File: src/rtl/ram_2x4kb_arbiter_pkg.sv
// ---------------------------------------------------------------
// ram_2x4kb_arbiter_pkg : shared constants for the 2x4KB RAM arbiter
// Rev 1.0
// ---------------------------------------------------------------
`default_nettype none

package ram_2x4kb_arbiter_pkg;
  localparam int unsigned RAM_AW   = 11;
  localparam int unsigned RAM_DW   = 32;
  localparam int unsigned BANK_BIT = RAM_AW - 1;

  typedef logic port_t;
  localparam port_t P0 = 1'b0;
  localparam port_t P1 = 1'b1;
endpackage

`default_nettype wire

File: src/rtl/ram_2x4kb_arbiter_rr_arb2.sv
// ---------------------------------------------------------------
// ram_2x4kb_arbiter_rr_arb2 : two-input round-robin / fixed-priority picker
// Rev 1.0
// ---------------------------------------------------------------
`default_nettype none

module ram_2x4kb_arbiter_rr_arb2
  import ram_2x4kb_arbiter_pkg::*;
#(
  parameter bit RR = 1'b1
) (
  input  logic       CLK,
  input  logic       RST,
  input  logic [1:0] i_req,
  input  logic       i_accept,
  input  port_t      i_acc_port,
  output logic       o_any,
  output logic       o_both,
  output port_t      o_win
);

  logic r_ptr;

  assign o_any  = |i_req;
  assign o_both = &i_req;

  always_comb begin
    o_win = P0;
    if (o_both) begin
      o_win = RR ? r_ptr : P0;
    end else if (i_req[1]) begin
      o_win = P1;
    end
  end

  // The pointer moves to the port that did not get the access just granted.
  always_ff @(posedge CLK) begin
    if (RST) begin
      r_ptr <= P0;
    end else if (i_accept) begin
      r_ptr <= ~i_acc_port;
    end
  end

endmodule

`default_nettype wire

File: src/rtl/ram_2x4kb_arbiter.sv
// ---------------------------------------------------------------
// ram_2x4kb_arbiter : two requesters sharing one banked 2x1Kx32 RAM
// Rev 1.0
// ---------------------------------------------------------------
`default_nettype none

module ram_2x4kb_arbiter
  import ram_2x4kb_arbiter_pkg::*;
#(
  parameter int unsigned AW = RAM_AW,
  parameter int unsigned DW = RAM_DW,
  parameter bit          RR = 1'b1
) (
  input  logic            CLK,
  input  logic            RST,
  input  logic            req0,
  input  logic            req1,
  input  logic [DW/8-1:0] we0,
  input  logic [DW/8-1:0] we1,
  input  logic [AW-1:0]   a0,
  input  logic [AW-1:0]   a1,
  input  logic [DW-1:0]   di0,
  input  logic [DW-1:0]   di1,
  output logic            gnt0,
  output logic            gnt1,
  output logic            rvalid0,
  output logic            rvalid1,
  output logic [DW-1:0]   do0,
  output logic [DW-1:0]   do1,
  output logic            ram_en,
  output logic [DW/8-1:0] ram_we,
  output logic [AW-1:0]   ram_a,
  output logic [DW-1:0]   ram_di,
  input  logic [DW-1:0]   ram_do
);

  logic [AW-1:0]   w_a  [2];
  logic [DW/8-1:0] w_we [2];
  logic [DW-1:0]   w_di [2];

  assign w_a[0]  = a0;
  assign w_a[1]  = a1;
  assign w_we[0] = we0;
  assign w_we[1] = we1;
  assign w_di[0] = di0;
  assign w_di[1] = di1;

  logic [AW-1:0] r_last_a;
  logic          r_rd_pend;
  port_t         r_rd_port;

  logic  w_any, w_both;
  port_t w_win, w_lose, w_gport;
  logic  w_win_ok, w_lose_ok, w_gnt_vld;

  ram_2x4kb_arbiter_rr_arb2 #(.RR(RR)) u_arb (
    .CLK        (CLK),
    .RST        (RST),
    .i_req      ({req1, req0}),
    .i_accept   (w_gnt_vld),
    .i_acc_port (w_gport),
    .o_any      (w_any),
    .o_both     (w_both),
    .o_win      (w_win)
  );

  // The RAM output mux follows the live bank bit, so while a read is
  // returning only accesses to the same bank may be issued.
  assign w_lose    = ~w_win;
  assign w_win_ok  = !r_rd_pend || (w_a[w_win][AW-1] == r_last_a[AW-1]);
  assign w_lose_ok = w_both && (!r_rd_pend || (w_a[w_lose][AW-1] == r_last_a[AW-1]));
  assign w_gnt_vld = !RST && w_any && (w_win_ok || w_lose_ok);
  assign w_gport   = w_win_ok ? w_win : w_lose;

  always_comb begin
    gnt0   = 1'b0;
    gnt1   = 1'b0;
    ram_en = 1'b0;
    ram_we = '0;
    ram_a  = r_last_a;
    ram_di = '0;
    if (w_gnt_vld) begin
      gnt0   = (w_gport == P0);
      gnt1   = (w_gport == P1);
      ram_en = 1'b1;
      ram_we = w_we[w_gport];
      ram_a  = w_a[w_gport];
      ram_di = w_di[w_gport];
    end
  end

  always_ff @(posedge CLK) begin
    if (RST) begin
      r_last_a  <= '0;
      r_rd_pend <= 1'b0;
      r_rd_port <= P0;
    end else if (w_gnt_vld) begin
      r_last_a  <= ram_a;
      r_rd_pend <= (ram_we == '0);
      r_rd_port <= w_gport;
    end else begin
      r_rd_pend <= 1'b0;
    end
  end

  // Gating with RST drops a read granted in the cycle just before reset.
  assign rvalid0 = r_rd_pend && !RST && (r_rd_port == P0);
  assign rvalid1 = r_rd_pend && !RST && (r_rd_port == P1);
  assign do0     = ram_do;
  assign do1     = ram_do;

endmodule

`default_nettype wire

File: config.mk
export PLATFORM = sky130hd
export DESIGN_NAME = ram_2x4kb_arbiter
export DESIGN_NICKNAME = d
export VERILOG_FILES = /design/src/rtl/ram_2x4kb_arbiter_pkg.sv /design/src/rtl/ram_2x4kb_arbiter_rr_arb2.sv /design/src/rtl/ram_2x4kb_arbiter.sv
export SDC_FILE = /design/constraint.sdc
export NUM_CORES = 1
export LEC_CHECK = 0
export CORE_AREA = 2 2 95 97
export CTS_BUF_LIST = sky130_fd_sc_hd__clkbuf_4
export DETAILED_ROUTE_END_ITERATION = 8
export DIE_AREA = 0 0 97 99
export GPL_TIMING_DRIVEN = 1
export PLACE_DENSITY_LB_ADDON = 0.1
export SLEW_MARGIN = 20
export SYNTH_ARGS = -nofsm -noshare
export SYNTH_HDL_FRONTEND = slang
export SYNTH_SLANG_ARGS = --single-unit
File: constraint.sdc
create_clock -name CLK -period 2.7 [get_ports CLK]
set_input_delay 0.675 -clock CLK [delete_from_list [all_inputs] [get_ports CLK]]
set_output_delay 0.675 -clock CLK [all_outputs]
set_load 0.05 [all_outputs]
==> run_summary.xml, run 1 <==
<?xml version="1.0" encoding="UTF-8"?>
<metrics>
  <group name="logic_synthesis">
    <metric name="synth.top_cell.area_share" unit="">0.299</metric>
    <metric name="synthesis.instances" unit="">198</metric>
    <metric name="number_of_enable_type_register_cells_in_the_synthesized_netlist" unit="">0</metric>
    <metric name="postSynth.asyncResetShare" unit="">0</metric>
    <metric name="netlist-cell-type-count" unit="">34</metric>
    <metric name="post_synth.cell_area_avg" unit="um^2">8.25</metric>
    <metric name="synth_top_flop_cell" unit="">dfxtp_1</metric>
    <metric name="synthesis.area" unit="um^2">1630</metric>
    <metric name="ys_seq_area_frac" unit="">0.172</metric>
    <metric name="yosys-top-cells-area" unit="">buf_4 (30%), a22o_1 (19%), dfxtp_1 (17%)</metric>
    <metric name="syn_nets" unit="">328</metric>
    <metric name="ff_latch_count_synth" unit="">14</metric>
    <metric name="count_of_yosys_warnings_during_synthesis" unit="">0</metric>
    <metric name="leading_post_synthesis_cells_by_instance_count" unit="">buf_4 (65), a22o_1 (36), dfxtp_1 (14), nor2_1 (14), inv_1 (10)</metric>
    <metric name="synth_largest_area_cell" unit="">buf_4</metric>
    <metric name="synthMostInstantiatedCell" unit="">buf_4</metric>
  </group>
  <group name="route">
    <metric name="drtAntennaViolNets" unit="">0</metric>
    <metric name="detail_route.first_pass.iterations" unit="">5</metric>
    <metric name="route.detailed.vias_per_inst" unit="">4.37</metric>
    <metric name="drt_wl_total" unit="um">7480</metric>
    <metric name="remaining_drc_errors" unit="">0</metric>
    <metric name="route.vias.total" unit="">2005</metric>
    <metric name="post_drt_wl_per_cell" unit="um">16.3</metric>
    <metric name="drt_iter0_markers" unit="">52</metric>
  </group>
  <group name="die">
    <metric name="core_region_area" unit="um^2">8550</metric>
    <metric name="design.die.area" unit="um^2">9600</metric>
    <metric name="floorplan.initialDensity" unit="">0.191</metric>
    <metric name="io_pins" unit="">246</metric>
    <metric name="die_height" unit="um">99</metric>
    <metric name="core.rowCount" unit="">34</metric>
    <metric name="die_w" unit="um">97</metric>
  </group>
  <group name="clocking">
    <metric name="clk_root_buffer_cell" unit="">clkbuf_4</metric>
    <metric name="clock_sink_count" unit="">14</metric>
    <metric name="cts_buffers" unit="">3</metric>
    <metric name="worstSkewPairLatency" unit="ps">280</metric>
    <metric name="clkSlewWorstSetupHoldPaths" unit="ps">90</metric>
    <metric name="htree_num_levels" unit="">1</metric>
    <metric name="cts_tree" unit="">built</metric>
    <metric name="cts.path.max_buffers" unit="">2</metric>
  </group>
  <group name="setup_path">
    <metric name="max_stage_delay" unit="ps">470</metric>
    <metric name="timing.reg2reg.worst_path_depth" unit="">13</metric>
    <metric name="cp_data_required_time" unit="ps">2030</metric>
    <metric name="crit_chain" unit="">buf_12 &gt; mux2i_2 &gt; mux2_4 &gt; a31o_4 &gt; a222oi_1 &gt; inv_2 &gt; buf_12</metric>
    <metric name="timing.rr.end" unit="">r_last_a[10]</metric>
    <metric name="cp_max_fo" unit="">5</metric>
    <metric name="timing.critical_path.max_delay_family" unit="">compound AO/OA/AOI/OAI gates</metric>
    <metric name="worst_reg2reg_setup_slack" unit="ps">190</metric>
    <metric name="cp.buffers_inverters" unit="">3</metric>
    <metric name="setup.worst_path.start_class" unit="">input pin</metric>
    <metric name="endpoint_kind" unit="">primary output</metric>
    <metric name="crit_slowest_cell" unit="">a222oi_1</metric>
    <metric name="cp_common_cell" unit="">buf_12</metric>
    <metric name="worst_ep_arrival_time" unit="ps">2310</metric>
    <metric name="r2r-start" unit="">r_last_a[10]</metric>
    <metric name="worstSetupPathType" unit="">input pin to primary output</metric>
  </group>
  <group name="min_path">
    <metric name="path_type_of_the_worst_min_delay_path" unit="">flop to flop</metric>
    <metric name="worstHoldPathCells" unit="">1</metric>
    <metric name="min_to" unit="">r_last_a[4]</metric>
    <metric name="worst_hold_startpoint" unit="">r_last_a[4]</metric>
  </group>
  <group name="sta">
    <metric name="fin_worst_skew" unit="ps">2.44</metric>
    <metric name="setup_slack_after_layout" unit="ps">-287</metric>
    <metric name="final_max_slew_viol_count" unit="">0</metric>
    <metric name="max_freq" unit="GHz">0.335</metric>
    <metric name="fin_crit" unit="ps">2990</metric>
    <metric name="worst_slew_pin_slew" unit="ps">447</metric>
    <metric name="finalSetupViolations" unit="">46</metric>
    <metric name="layout_worst_path_cycle_share" unit="">1.11</metric>
    <metric name="final_hold_fails" unit="">0</metric>
    <metric name="max_slew_margin" unit="">0.702</metric>
    <metric name="finalSetupTns" unit="ps">-9430</metric>
    <metric name="grt_setup_unrepaired" unit="">true</metric>
  </group>
  <group name="place">
    <metric name="placedCellCount" unit="">414</metric>
    <metric name="detailedPlace.worstSlack" unit="ps">-863</metric>
    <metric name="place.gp.congestion" unit="">0.727</metric>
    <metric name="dpl-instance-area" unit="um^2">3850</metric>
    <metric name="detailed_place_hpwl" unit="um">5410</metric>
    <metric name="port-buffer-count" unit="">149</metric>
  </group>
  <group name="power_and_ir_drop">
    <metric name="vdd.ir_drop.worst" unit="mV">0.163</metric>
    <metric name="switchingPower" unit="uW">584</metric>
    <metric name="power.internal" unit="uW">931</metric>
    <metric name="power.clock.fraction" unit="">0.085</metric>
    <metric name="power.static_leakage" unit="uW">0.00198</metric>
    <metric name="power_switching_share" unit="">0.385</metric>
    <metric name="combinational_power_share" unit="">0.758</metric>
    <metric name="power.share.sequential" unit="">0.157</metric>
    <metric name="design_power_total" unit="uW">1510</metric>
    <metric name="power_density" unit="nW/um^2">335</metric>
  </group>
  <group name="grt">
    <metric name="grt_first_pass_wirelength" unit="um">11300</metric>
    <metric name="all_layer_global_routing_usage" unit="">0.148</metric>
    <metric name="grt_antenna_before_repair" unit="">0</metric>
    <metric name="global_route.overflow_total" unit="">0</metric>
    <metric name="via_count_of_the_first_global_routing_pass" unit="">2208</metric>
    <metric name="pin_count_of_the_biggest_net_entering_global_routing" unit="">14</metric>
  </group>
  <group name="job">
    <metric name="cap_viol_max_count" unit="">0</metric>
  </group>
  <group name="cells_and_area">
    <metric name="finalInstanceArea" unit="um^2">4520</metric>
    <metric name="num_antenna_cells" unit="">0</metric>
    <metric name="fin_nets" unit="">482</metric>
    <metric name="fin_cells" unit="">459</metric>
    <metric name="final_layout_size_suffix_gt1_frac" unit="">0.587</metric>
    <metric name="synthToLayoutAreaGrowth" unit="%">177</metric>
  </group>
  <group name="outcome">
    <metric name="failed_checks" unit="">negative setup slack</metric>
    <metric name="outcome" unit="">complete, but fails checks</metric>
  </group>
</metrics>
## routing by layer
metal | routed length, um | GRT usage | part of all wire | up-vias
met2 | 3970 | 0.268 | 0.53 | 73
met1 | 2900 | 0.169 | 0.39 | 939
met3 | 518 | 0.0468 | 0.069 | 18
met5 | 0 | 0 | 0 | -
met4 | 87 | 0.0325 | 0.012 | 0
li1 | - | - | - | 975
## layout by cell type, fill, tap and decap left out, types with 5 or more instances in the layout
master,count
clkdlybuf4s50_1,92
buf_12,62
buf_4,46
a22o_4,35
buf_6,19
dfxtp_1,12
nor2_1,10
a222oi_1,8
inv_2,8
a21oi_1,5
## layout make-up
type,count,area [um^2]
Multi-Input combinational cell,100,1240
Tap cell,108,135
Fill cell,743,4030
Timing Repair Buffer,223,2790
Sequential cell,14,285
Clock inverter,1,3.75
Inverter,10,40.0
Clock buffer,3,22.5
## stage by stage
| step | hold WS [ps] | utilization |
|---|---|---|
| floorplan | 447 | - |
| global placement | 458 | 0.450 |
| detailed placement | 466 | 0.450 |
| CTS | 490 | 0.514 |
| global route | 510 | 0.528 |
| finish | 485 | 0.528 |
## how the worst max path moves through the flow
stage,from,to,slack (ps),depth (start not counted)
2_1_floorplan,a0[10],ram_we[0],-120,5
6_report,a1[10],ram_a[10],-290,7
3_5_place_dp,a1[10],ram_di[0],-860,8
3_3_place_gp,a1[10],ram_a[3],-870,8
4_1_cts,a1[10],ram_di[13],-310,10
5_1_grt,a1[10],ram_a[10],-370,8
## cells by family after synthesis
family,after synthesis,synth area share
mux,2,0.0130
flops,14,0.172
compound gates,66,0.340
xor+xnor,2,0.0107
buf+inv,85,0.367
simple gates,29,0.0973
## worst register-to-register path, stage by stage, from the launching register on
cell	delay (ps)
dfxtp_4	400
xnor2_4	170
or4b_4	510
a21oi_4	170
buf_12	140
buf_12	120
a222oi_1	100
buf_4	160
buf_4	120
buf_4	120
buf_4	120
buf_4	120
buf_4	120
nor2_2	100
## what timing repair did
| item | CTS | global route |
|---|---|---|
| gates resized for setup | 56 | 27 |
| hold buffers | 0 | 0 |
| cloned | 3 | 0 |
| setup buffers | 33 | 10 |
| endpoints found under the setup margin | 50 | 50 |
| pin swaps | 19 | 19 |
## registers in the layout (all words and copies together), names as in the netlist
name         flops
r_rd_port        1
r_last_a        11
u_arb.r_ptr      1
r_rd_pend        1
## power by group through the flow
stage | registers, uW | clock network (uW) | logic [uW]
after global placement | 239 | 0 | 992
final | 237 | 129 | 1150
after detailed placement | 240 | 0 | 994
after global routing | 239 | 145 | 1200
after floorplan | 235 | 0 | 722
after CTS | 237 | 139 | 1130
No activity file was read; power rests on OpenSTA's default activity.
==> run 2, diff against run 1 <==
Settings changed: PLACE_DENSITY set to 0.76, PLACE_DENSITY_LB_ADDON 0.1 to not set.
==> run 2 against run 1 <==
The flow still finishes with violations (negative setup slack). Largest power group unchanged. Final cell count is 4.1% lower. Die area unchanged. Sequential power is essentially flat. Core utilization fell by 2.8 points. Maximum frequency increased by 0.72%. Combinational power is 4% lower. Via count up 1.0%. Total power fell by 4.2%. Wire length rose by 1.2%.
==> run_summary.xml, run 2 (same netlist as run 1, synthesis figures left out) <==
<?xml version="1.0" encoding="UTF-8"?>
<metrics>
  <group name="route">
    <metric name="route.detailed.vias_per_inst" unit="">4.60</metric>
    <metric name="route.vias.total" unit="">2025</metric>
    <metric name="remaining_drc_errors" unit="">0</metric>
    <metric name="drt_wl_total" unit="um">7570</metric>
    <metric name="drt_iter0_markers" unit="">70</metric>
    <metric name="drtAntennaViolNets" unit="">0</metric>
    <metric name="post_drt_wl_per_cell" unit="um">17.2</metric>
    <metric name="detail_route.first_pass.iterations" unit="">5</metric>
  </group>
  <group name="clocking">
    <metric name="clock_sink_count" unit="">14</metric>
    <metric name="cts_tree" unit="">built</metric>
    <metric name="clkSlewWorstSetupHoldPaths" unit="ps">80</metric>
    <metric name="htree_num_levels" unit="">1</metric>
    <metric name="worstSkewPairLatency" unit="ps">270</metric>
    <metric name="cts_buffers" unit="">3</metric>
    <metric name="postCtsHoldBufs" unit="">0</metric>
    <metric name="clk_root_buffer_cell" unit="">clkbuf_4</metric>
    <metric name="cts.path.max_buffers" unit="">2</metric>
  </group>
  <group name="grt">
    <metric name="global_route.overflow_total" unit="">0</metric>
    <metric name="via_count_of_the_first_global_routing_pass" unit="">2290</metric>
    <metric name="pin_count_of_the_biggest_net_entering_global_routing" unit="">18</metric>
    <metric name="all_layer_global_routing_usage" unit="">0.149</metric>
    <metric name="grt_antenna_before_repair" unit="">0</metric>
    <metric name="grt_first_pass_wirelength" unit="um">11500</metric>
  </group>
  <group name="setup_path">
    <metric name="endpoint_kind" unit="">primary output</metric>
    <metric name="cp_max_fo" unit="">5</metric>
    <metric name="worstSetupPathType" unit="">input pin to primary output</metric>
    <metric name="cp_data_required_time" unit="ps">2030</metric>
    <metric name="worst_ep_arrival_time" unit="ps">2290</metric>
    <metric name="setup.worst_path.start_class" unit="">input pin</metric>
  </group>
  <group name="sta">
    <metric name="whs" unit="ps">489</metric>
    <metric name="max_slew_margin" unit="">0.703</metric>
    <metric name="fin_worst_skew" unit="ps">6.79</metric>
    <metric name="layout_worst_path_cycle_share" unit="">1.10</metric>
    <metric name="fin_crit" unit="ps">2970</metric>
    <metric name="max_freq" unit="GHz">0.337</metric>
    <metric name="finalSetupViolations" unit="">48</metric>
    <metric name="final_hold_fails" unit="">0</metric>
    <metric name="grt_setup_unrepaired" unit="">true</metric>
    <metric name="setup_slack_after_layout" unit="ps">-266</metric>
    <metric name="final_max_slew_viol_count" unit="">0</metric>
    <metric name="worst_slew_pin_slew" unit="ps">446</metric>
    <metric name="finalSetupTns" unit="ps">-8740</metric>
  </group>
  <group name="die">
    <metric name="io_pins" unit="">246</metric>
    <metric name="design.die.area" unit="um^2">9600</metric>
    <metric name="core.rowCount" unit="">34</metric>
    <metric name="die_w" unit="um">97</metric>
    <metric name="die_height" unit="um">99</metric>
    <metric name="core_region_area" unit="um^2">8550</metric>
    <metric name="floorplan.initialDensity" unit="">0.191</metric>
  </group>
  <group name="power_and_ir_drop">
    <metric name="power.share.sequential" unit="">0.164</metric>
    <metric name="switchingPower" unit="uW">568</metric>
    <metric name="power.static_leakage" unit="uW">0.00186</metric>
    <metric name="power_switching_share" unit="">0.392</metric>
    <metric name="vdd.ir_drop.worst" unit="mV">0.176</metric>
    <metric name="power.clock.fraction" unit="">0.081</metric>
    <metric name="power_density" unit="nW/um^2">339</metric>
    <metric name="design_power_total" unit="uW">1450</metric>
    <metric name="combinational_power_share" unit="">0.755</metric>
    <metric name="power.internal" unit="uW">883</metric>
  </group>
  <group name="outcome">
    <metric name="outcome" unit="">complete, but fails checks</metric>
    <metric name="failed_checks" unit="">negative setup slack</metric>
  </group>
  <group name="place">
    <metric name="detailed_place_hpwl" unit="um">5690</metric>
    <metric name="place.gp.congestion" unit="">0.826</metric>
    <metric name="detailedPlace.worstSlack" unit="ps">-793</metric>
    <metric name="port-buffer-count" unit="">149</metric>
  </group>
  <group name="cells_and_area">
    <metric name="fin_nets" unit="">464</metric>
    <metric name="most_frequent_standard_cell_in_the_layout_excluding_fill_and_tap_cells" unit="">clkdlybuf4s50_1</metric>
    <metric name="synthToLayoutAreaGrowth" unit="%">162</metric>
    <metric name="largest_reg_flops" unit="">11</metric>
    <metric name="num_antenna_cells" unit="">0</metric>
    <metric name="fin_util" unit="">0.500</metric>
    <metric name="layout.cells.most_common_list" unit="">clkdlybuf4s50_1 (92), buf_12 (59), buf_4 (40)</metric>
    <metric name="final_layout_size_suffix_gt1_frac" unit="">0.557</metric>
    <metric name="top_register" unit="">r_last_a</metric>
  </group>
  <group name="min_path">
    <metric name="path_type_of_the_worst_min_delay_path" unit="">flop to flop</metric>
  </group>
  <group name="job">
    <metric name="cap_viol_max_count" unit="">0</metric>
  </group>
</metrics>
run 2: cell count changes in the layout (fill, tap and decap cells not counted), sizes merged:
cell	previous run	this run
clkbuf	4	3
buf	129	112
clkinv	1	0
run 2: cell type report:
cell class / count / area, um^2
timing repair buffer: 205 / 2570
inverter: 10 / 42.5
sequential: 14 / 288
fill: 738 / 4270
clock buffer: 3 / 22.5
multi-input combinational: 100 / 1220
tap: 108 / 135
run 2: power by group through the flow:
stage	logic [uW]	registers (uW)	clock network, uW
after floorplan	722	235	0
after global placement	980	240	0
after detailed placement	994	241	0
after CTS	1100	238	127
after global routing	1140	240	139
final	1100	238	118
run 2: per-layer routing:
metal	share of wire	GRT usage
met1	0.34	0.155
met2	0.56	0.292
met3	0.090	0.0617
met4	0.0033	0.0130
met5	0	0
run 2: final timing paths:
kind	start	end	slack (ps)	cells past startpoint
setup reg to reg	r_last_a[10]	r_last_a[9]	400	11
hold reg to reg	r_last_a[2]	r_last_a[2]	490	1
setup / recovery	a0[10]	ram_a[6]	-270	10
hold / removal	r_last_a[2]	r_last_a[2]	490	1
run 2: stage by stage:
step / area, um^2 / std cells
2_1_floorplan: 2000 / 198
3_3_place_gp: 3840 / 410
3_5_place_dp: 3840 / 410
4_1_cts: 4260 / 439
5_1_grt: 4280 / 440
6_report: 4280 / 440
run 2: critical path, stage by stage:
cell,delay (ps)
buf_12,110
xnor2_4,150
or4b_4,510
a21oi_4,160
buf_6,150
buf_16,130
a222oi_1,60
buf_4,160
inv_4,50
buf_12,120
run 2: what timing repair did:
action,CTS,global route
gates resized for setup,47,19
pin swaps,15,22
buffers inserted,22,6
setup endpoints to repair,50,50
cloned,5,0
